==> src/rtl/ahb_pkg.sv <==
// ahb_pkg: shared AHB-Lite encodings and slave protocol states
package ahb_pkg;
   localparam logic [1:0] HTRANS_IDLE   = 2'b00;
   localparam logic [1:0] HTRANS_BUSY   = 2'b01;
   localparam logic [1:0] HTRANS_NONSEQ = 2'b10;
   localparam logic [1:0] HTRANS_SEQ    = 2'b11;
   localparam logic HRESP_OKAY  = 1'b0;
   localparam logic HRESP_ERROR = 1'b1;
   localparam logic [2:0] HSIZE_WORD = 3'b010;
   typedef enum logic [2:0] {IDLE, WAIT, DATA, ERR1, ERR2} state_t;
endpackage

==> src/rtl/ahb_slave_mem_if.sv <==
// ahb_slave_mem_if: AHB-Lite slot signals between decoder/mux and one slave
interface ahb_slave_mem_if #(
   parameter int ADDR_W = 32,
   parameter int DATA_W = 32
);
   logic              hsel;
   logic [ADDR_W-1:0] haddr;
   logic [1:0]        htrans;
   logic              hwrite;
   logic [2:0]        hsize;
   logic [DATA_W-1:0] hwdata;
   logic              hready;
   logic              hreadyout;
   logic              hresp;
   logic [DATA_W-1:0] hrdata;
   modport master (output hsel, haddr, htrans, hwrite, hsize, hwdata, hready,
                   input hreadyout, hresp, hrdata);
   modport slave (input hsel, haddr, htrans, hwrite, hsize, hwdata, hready,
                  output hreadyout, hresp, hrdata);
endinterface

==> src/rtl/ahb_slave_regfile.sv <==
// ahb_slave_regfile: word memory with synchronous write and asynchronous read
module ahb_slave_regfile #(
   parameter int DEPTH  = 16,
   parameter int DATA_W = 32
) (
   input  logic                     hclk,
   input  logic                     hreset,
   input  logic                     we,
   input  logic [$clog2(DEPTH)-1:0] waddr,
   input  logic [DATA_W-1:0]        wdata,
   input  logic [$clog2(DEPTH)-1:0] raddr,
   output logic [DATA_W-1:0]        rdata
);
   logic [DATA_W-1:0] mem [DEPTH];
   always_ff @(posedge hclk)
      if (hreset) mem <= '{default: '0};
      else if (we) mem[waddr] <= wdata;
   assign rdata = mem[raddr];
endmodule

==> src/rtl/ahb_slave_mem.sv <==
// ahb_slave_mem: pipelined AHB-Lite memory slave with wait states and
// two-cycle ERROR response for misaligned, non-word or out-of-range accesses
module ahb_slave_mem
   import ahb_pkg::*;
#(
   parameter int ADDR_W      = 32,
   parameter int DATA_W      = 32,
   parameter int DEPTH       = 16,
   parameter int WAIT_STATES = 1
) (
   input logic            hclk,
   input logic            hreset,
   ahb_slave_mem_if.slave bus
);
   localparam int AW = $clog2(DEPTH);
   state_t          state, state_n;
   logic [2:0]      cnt, cnt_n;
   logic [AW-1:0]   idx, idx_n;
   logic            wr, wr_n;
   logic            accept, illegal;
   logic [DATA_W-1:0] rdata;
   // new address phases only count while this slave is driving ready high
   assign accept  = (state inside {IDLE, DATA, ERR2}) & bus.hsel & bus.hready & bus.htrans[1];
   assign illegal = (bus.haddr[1:0] != 2'b00) | (bus.hsize != HSIZE_WORD) |
                    ((bus.haddr >> 2) >= ADDR_W'(DEPTH));
   always_ff @(posedge hclk)
      if (hreset) begin
         state <= IDLE;
         cnt   <= '0;
         idx   <= '0;
         wr    <= 1'b0;
      end else begin
         state <= state_n;
         cnt   <= cnt_n;
         idx   <= idx_n;
         wr    <= wr_n;
      end
   always_comb begin
      state_n = accept ? (illegal ? ERR1 : (WAIT_STATES > 0) ? WAIT : DATA) :
                state == WAIT ? (cnt <= 3'd1 ? DATA : WAIT) :
                state == ERR1 ? ERR2 : IDLE;
      cnt_n   = accept ? 3'(WAIT_STATES) : state == WAIT ? cnt - 3'd1 : cnt;
      idx_n   = accept ? bus.haddr[AW+1:2] : idx;
      wr_n    = accept ? bus.hwrite : wr;
   end
   ahb_slave_regfile #(.DEPTH(DEPTH), .DATA_W(DATA_W)) u_regfile (
      .hclk   (hclk),
      .hreset (hreset),
      .we     (state == DATA && wr),
      .waddr  (idx),
      .wdata  (bus.hwdata),
      .raddr  (idx),
      .rdata  (rdata)
   );
   assign bus.hreadyout = !(state inside {WAIT, ERR1});
   assign bus.hresp     = (state inside {ERR1, ERR2}) ? HRESP_ERROR : HRESP_OKAY;
   assign bus.hrdata    = (state == DATA && !wr) ? rdata : '0;
endmodule

==> src/flat_wrapper.sv <==
// flat-port wrapper written by rule: the top's interface ports become plain ports
module ahb_slave_mem_flat import ahb_pkg::*;
#(
   parameter int ADDR_W      = 32,
   parameter int DATA_W      = 32,
   parameter int DEPTH       = 16,
   parameter int WAIT_STATES = 1
)
  (hclk, hreset, bus_hsel, bus_haddr, bus_htrans, bus_hwrite, bus_hsize, bus_hwdata, bus_hready, bus_hreadyout, bus_hresp, bus_hrdata);
  ahb_slave_mem_if #(.ADDR_W(ADDR_W), .DATA_W(DATA_W)) bus_i ();
  input logic hclk;
  input logic hreset;
  input wire logic [$bits(bus_i.hsel)-1:0] bus_hsel;
  input wire logic [$bits(bus_i.haddr)-1:0] bus_haddr;
  input wire logic [$bits(bus_i.htrans)-1:0] bus_htrans;
  input wire logic [$bits(bus_i.hwrite)-1:0] bus_hwrite;
  input wire logic [$bits(bus_i.hsize)-1:0] bus_hsize;
  input wire logic [$bits(bus_i.hwdata)-1:0] bus_hwdata;
  input wire logic [$bits(bus_i.hready)-1:0] bus_hready;
  output wire logic [$bits(bus_i.hreadyout)-1:0] bus_hreadyout;
  output wire logic [$bits(bus_i.hresp)-1:0] bus_hresp;
  output wire logic [$bits(bus_i.hrdata)-1:0] bus_hrdata;
  assign bus_i.hsel = bus_hsel;
  assign bus_i.haddr = bus_haddr;
  assign bus_i.htrans = bus_htrans;
  assign bus_i.hwrite = bus_hwrite;
  assign bus_i.hsize = bus_hsize;
  assign bus_i.hwdata = bus_hwdata;
  assign bus_i.hready = bus_hready;
  assign bus_hreadyout = bus_i.hreadyout;
  assign bus_hresp = bus_i.hresp;
  assign bus_hrdata = bus_i.hrdata;
  ahb_slave_mem #(.ADDR_W(ADDR_W), .DATA_W(DATA_W), .DEPTH(DEPTH), .WAIT_STATES(WAIT_STATES)) u_core (.hclk(hclk), .hreset(hreset), .bus(bus_i));
endmodule
==> config.mk <==
export PLATFORM = sky130hd
export DESIGN_NAME = ahb_slave_mem_flat
export DESIGN_NICKNAME = d
export VERILOG_FILES = /design/src/rtl/ahb_pkg.sv /design/src/rtl/ahb_slave_mem_if.sv /design/src/rtl/ahb_slave_regfile.sv /design/src/rtl/ahb_slave_mem.sv /design/src/flat_wrapper.sv
export SDC_FILE = /design/constraint.sdc
export NUM_CORES = 1
export LEC_CHECK = 0
export BUFFER_PORTS_ARGS = -buffer_cell sky130_fd_sc_hd__clkbuf_2
export CAP_MARGIN = 0
export CORE_ASPECT_RATIO = 1.4
export CORE_UTILIZATION = 60
export DETAILED_ROUTE_END_ITERATION = 10
export PLACE_DENSITY = 0.78
export SLEW_MARGIN = 5
export SYNTH_ARGS = -nofsm -noshare
export SYNTH_HDL_FRONTEND = slang
export SYNTH_SLANG_ARGS = --single-unit
==> constraint.sdc <==
create_clock -name hclk -period 6.1 [get_ports hclk]
set_clock_uncertainty 0.1 [all_clocks]
set_input_delay 0.915 -clock hclk [delete_from_list [all_inputs] [get_ports hclk]]
set_output_delay 0.915 -clock hclk [all_outputs]
set_load 0.02 [all_outputs]
==> After elaboration in Yosys (flattened, before gate mapping) <==
Index checks and enable logic that the tools add are counted.
{ "classes": {"addsub": 1, "n_lt_le_gt_ge": 4, "n_eq_ne": 5, "mux": 15, "bitwise": 6, "reduce_logical": 12} }
{ "op_table": {"columns": ["op", "n"], "rows": [
  ["512-bit bitwise mux", 1],
  ["32-bit binary-select mux with 4-bit select", 1],
  ["32-bit demux with 4-bit select", 1],
  ["32-bit two-way mux", 4],
  ["30-bit by 5-bit >= comparator with 1-bit output (second input constant)", 1],
  ["3-bit two-way mux", 3],
  ["2-bit nonzero test", 4],
  ["3-bit by 2-bit equality test with 1-bit output (second input constant)", 2],
  ["5-bit >= comparator (second input constant)", 1],
  ["5-bit by 1-bit < comparator with 1-bit output (second input constant)", 1],
  ["4-bit inverter with 5-bit output", 1],
  ["2-bit two-way mux", 2],
  ["1-bit AND", 3],
  ["3-bit by 1-bit equality test with 1-bit output (second input constant)", 1],
  ["3-bit equality test (second input constant)", 1],
  ["3-bit by 1-bit less-or-equal comparator with 1-bit output (second input constant)", 1],
  ["1-bit logical AND", 3],
  ["3-bit zero test", 1],
  ["1-bit two-way mux", 3],
  ["3-bit by 2-bit != test with 1-bit output (second input constant)", 1],
  ["3-bit nonzero test", 1],
  ["3-bit by 1-bit subtractor with 3-bit output (second input constant)", 1],
  ["1-bit zero test", 2],
  ["1-bit OR", 2],
  ["2-bit OR reduction", 1]
]} }
{ "word_totals": {"regBits": 523, "inputBits": 74, "word_cells": 64} }

==> Logic depth before layout (Yosys ltp) <==
{ "logic_depth": {"ltp_word": 6, "ltp_mapped": 8, "ltp_nobuf": 5} }

==> By module <==
A second synthesis with hierarchy kept.
{ "unflattened": {"hier_cells": 2789, "hier_area_um2": 24079.3} }
{ "modules_own_cells": {"columns": ["mod", "instances", "cells_per_inst", "area_per_inst_um2", "seq_area_each_um2"], "rows": [
  ["ahb_slave_regfile", 1, 2688, 23298.6, 10249.8],
  ["ahb_slave_mem", 1, 101, 780.7, 220.2]
]} }

==> Least setup slack after synthesis <==
No wires, ideal clock.
{ "synth_timing": {"kind": "reg-to-output", "from": "register u_core.idx[2]", "to": "output bus_hrdata[23]", "arrival_ns": 1.970, "required_time_ns": 5.085, "setup_slack_ns": 3.115, "stages_incl_launch_ff": 7, "n_path_buf": 3, "path_cell_list": "dfxtp_1 > buf_4 > buf_2 > buf_1 > mux4_2 > a22oi_1 > nand2_1"} }
{ "synth_via": {"elab_chain_cells": 5} }
{ "synth_rtl": {"columns": ["item", "line", "rtl"], "rows": [
  ["from (decl)", "ahb_slave_mem.sv:18", "logic [AW-1:0] idx, idx_n;"],
  ["from (signal assigned)", "ahb_slave_mem.sv:35", "idx <= idx_n;"],
  ["4-bit inverter with 5-bit output (implied by the code)", "ahb_slave_regfile.sv:18", "assign rdata = mem[raddr];"],
  ["32-bit binary-select mux with 4-bit select", "ahb_slave_regfile.sv:18", null],
  ["32-bit two-way mux (implied by the code) (2 in a row)", "ahb_slave_regfile.sv:18", null],
  ["32-bit two-way mux", "ahb_slave_mem.sv:57", "assign bus.hrdata = (state == DATA && !wr) ? rdata : '0;"],
  ["to (decl)", "flat_wrapper.sv:22", "output wire logic [$bits(bus_i.hrdata)-1:0] bus_hrdata;"]
]} }
No other way between the ends. The select of a mux whose other input is x is not followed.

==> Worst setup path in the final report <==
{ "layout_timing": {"from": "register u_core.idx[2]", "to": "output bus_hrdata[2]"} }
Same word-level chain as after synthesis.

==> impl_results.md <==
* Post-synth top area cell: dfxtp_1
* Peak VDD IR at 0.247 mV
* Hold slack at 0.352 ns
* Setup bufs post-CTS at 0
* # DRC at 0
* CTS tree: built
* Gate Count Post-Synth at 2665
* Final nets at 2648
* CTS Sinks at 523
* Crit start category: flip-flop
* Cell Area, Synth at 22200 um^2
* Max Fclk at 214 MHz
* Initial drt markers at 2248
* Final TNS setup at 0 ns
* Leak pwr at 0.00781 uW
* DRT met1 WL at 23.3 mm
* Routed wire length at 64.8 mm
* Worst-path clk slew at 0.06 ns
* Fin crit share at 0.767
* Max-Cap Viols at 0
* CTS Hold Bufs at 0
* Initial core utilization at 0.614
* CP Data Required Time at 5.08 ns
* Met2 routed WL at 32.3 mm
* H-tree lvl count at 2
* Largest net degree at the start of global routing at 166
* Top-count cell post-synth: nand2_1
* Router iterations before antenna repair at 6
* Post-DP HPWL at 34.7 mm
* Power Density at 278 nW/um^2
* Post-synth cell types at 38
* Dpl cell area at 22500 um^2
* Post-synth top area share at 0.473
* Area Growth Syn to Fin at 9.00%
* Wire length on met3 at 5.73 mm
* Min Tclk post-route at 4.68 ns
* Routability congestion estimate from global placement at 0.774
* Total Routing Usage GR at 0.346
* Post-synthesis sequential area ratio at 0.473
* Seq cells post-synth at 523
* Share of cells above drive strength 1 at 0.141
* Final Max Tran Viols at 0
* Post-synth top flop: dfxtp_1
* Root Buffer: clkbuf_16
* Synth area leaders: dfxtp_1, nand2_1, mux4_2
* Post-synth ARST share at 0
* Final setup viols at 0
* EDFF count, synth at 0
* Die Y at 229 um
* CTS buffer count at 48
* Top sig layer: met4
* Setup CP Type: flip-flop to output port
* Post_cts resized at 0
* Boundary pin count at 108
* First-pass GRT wire length at 100 mm
* Status: completed
* Total congestion overflow at 0
* Insertion delay to the later sink of the worst-skew pair at 0.57 ns
* Routed WL per cell at 21.1 um
* Final Hold Fails at 0
* Max clock buf depth at 3
* Antenna violations before repair at 4
* DR vias/cell at 6.27
* Die area at 37700 um^2
* IO Port Bufs at 106
* Arrival @ worst endpoint at 3.67 ns
* Hold WC Path Type: flip-flop to flip-flop
* Ys Warns at 0
* Core area at 36100 um^2
* # rows at 82
* Die Wd at 164 um
* Via count at 19.3k
* Syn_nets at 2741
* Crit Path Max Fanout at 32
* Synth cell count leaders: nand2_1, dfxtp_1, a21oi_1
* Final ANT Viol Nets at 0
* Max_slew headroom at 0.0793
* Unrepaired setup endpoints after global routing: false
* Measured slew at the worst slew-check pin at 1.38 ns
* Worst setup EP type: output port
* Avg Inst Size Synth at 8.31 um^2
* Vias in the first global route at 18.9k
* Final Instance Area at 24200 um^2
-- worst max-delay path, stage by stage (launching register included) --
cell and delay [ns]:
dfxtp_4 0.69, nand2_1 0.45, nor2_4 1.16, a22oi_1 0.27
nand2_1 0.29, clkbuf_2 0.22
-- cells by family (layout without fill, tap and decap cells) --
| family | after synthesis | after routing | share of synthesized area |
|---|---|---|---|
| compound gates | 589 | 589 | 0.141 |
| xor+xnor | 2 | 2 | 0.000791 |
| fa+ha+maj | 2 | 2 | 0.00113 |
| buf+inv | 281 | 222 | 0.0527 |
| flops | 523 | 523 | 0.473 |
| mux | 128 | 128 | 0.130 |
| other cells | 0 | 4 | 0 |
| simple gates | 1140 | 1140 | 0.202 |
-- layout make-up --
| type | instances | area, um^2 |
|---|---|---|
| tap | 462 | 578 |
| timing repair buffer | 136 | 791 |
| fill | 2892 | 12000 |
| multi-input combinational | 1861 | 10700 |
| inverter | 2 | 7.51 |
| antenna | 4 | 10.0 |
| clock buffer | 70 | 1400 |
| clock inverter | 14 | 198 |
| sequential | 523 | 10500 |
-- placed cells by master, fill, tap and decap left out, types with 9 or more instances in the layout --
master,n
nand3_2,12
clkbuf_8,9
buf_4,28
clkbuf_1,12
a22oi_1,64
mux4_2,128
clkbuf_16,49
nor3_4,9
nand2_1,1070
a21oi_1,520
dfxtp_1,520
clkbuf_2,105
-- through the flow --
step                       util  worst slack, ns  total power [uW]  instances
after floorplan               -             3.11              3650       2665
after global placement    0.624             2.22              3700       2984
after detailed placement  0.624             2.16              3710       2984
after CTS                 0.668             1.55              6720       3068
after global routing      0.669             1.33              6870       3072
final                     0.669             1.42              6720       3072
-- worst paths after layout --
check	cells past startpoint	endpoint	slack, ns	start
worst min-delay path	2	u_core.u_regfile.mem[40]$_SDFFE_PP0P_	0.35	u_core.u_regfile.mem[40]$_SDFFE_PP0P_
worst max-delay path	5	bus_hrdata[2]	1.42	u_core.idx[2]$_SDFFE_PP0P_
worst min register to register	2	u_core.u_regfile.mem[40]$_SDFFE_PP0P_	0.35	u_core.u_regfile.mem[40]$_SDFFE_PP0P_
worst max register to register	6	u_core.u_regfile.mem[352]$_SDFFE_PP0P_	2.88	u_core.idx[2]$_SDFFE_PP0P_
-- routing by layer --
metal | vias up | GRT usage
met3 | 266 | 0.0534
met4 | 0 | 0.186
met1 | 9237 | 0.417
met5 | - | 0
met2 | 1026 | 0.586
li1 | 8726 | -
-- registers in the layout, indices dropped and copies added (netlist names) --
register,cells
u_core.u_regfile.mem,512
u_core.idx,4
u_core.cnt,3
u_core.state,3
u_core.wr,1
-- power breakdown --
group	internal [uW]	total, uW	switching, uW
Sequential	3420	3430	11.9
Clock	1790	3080	1290
Combinational	53.9	208	154
(Power assumes the default switching activity.)
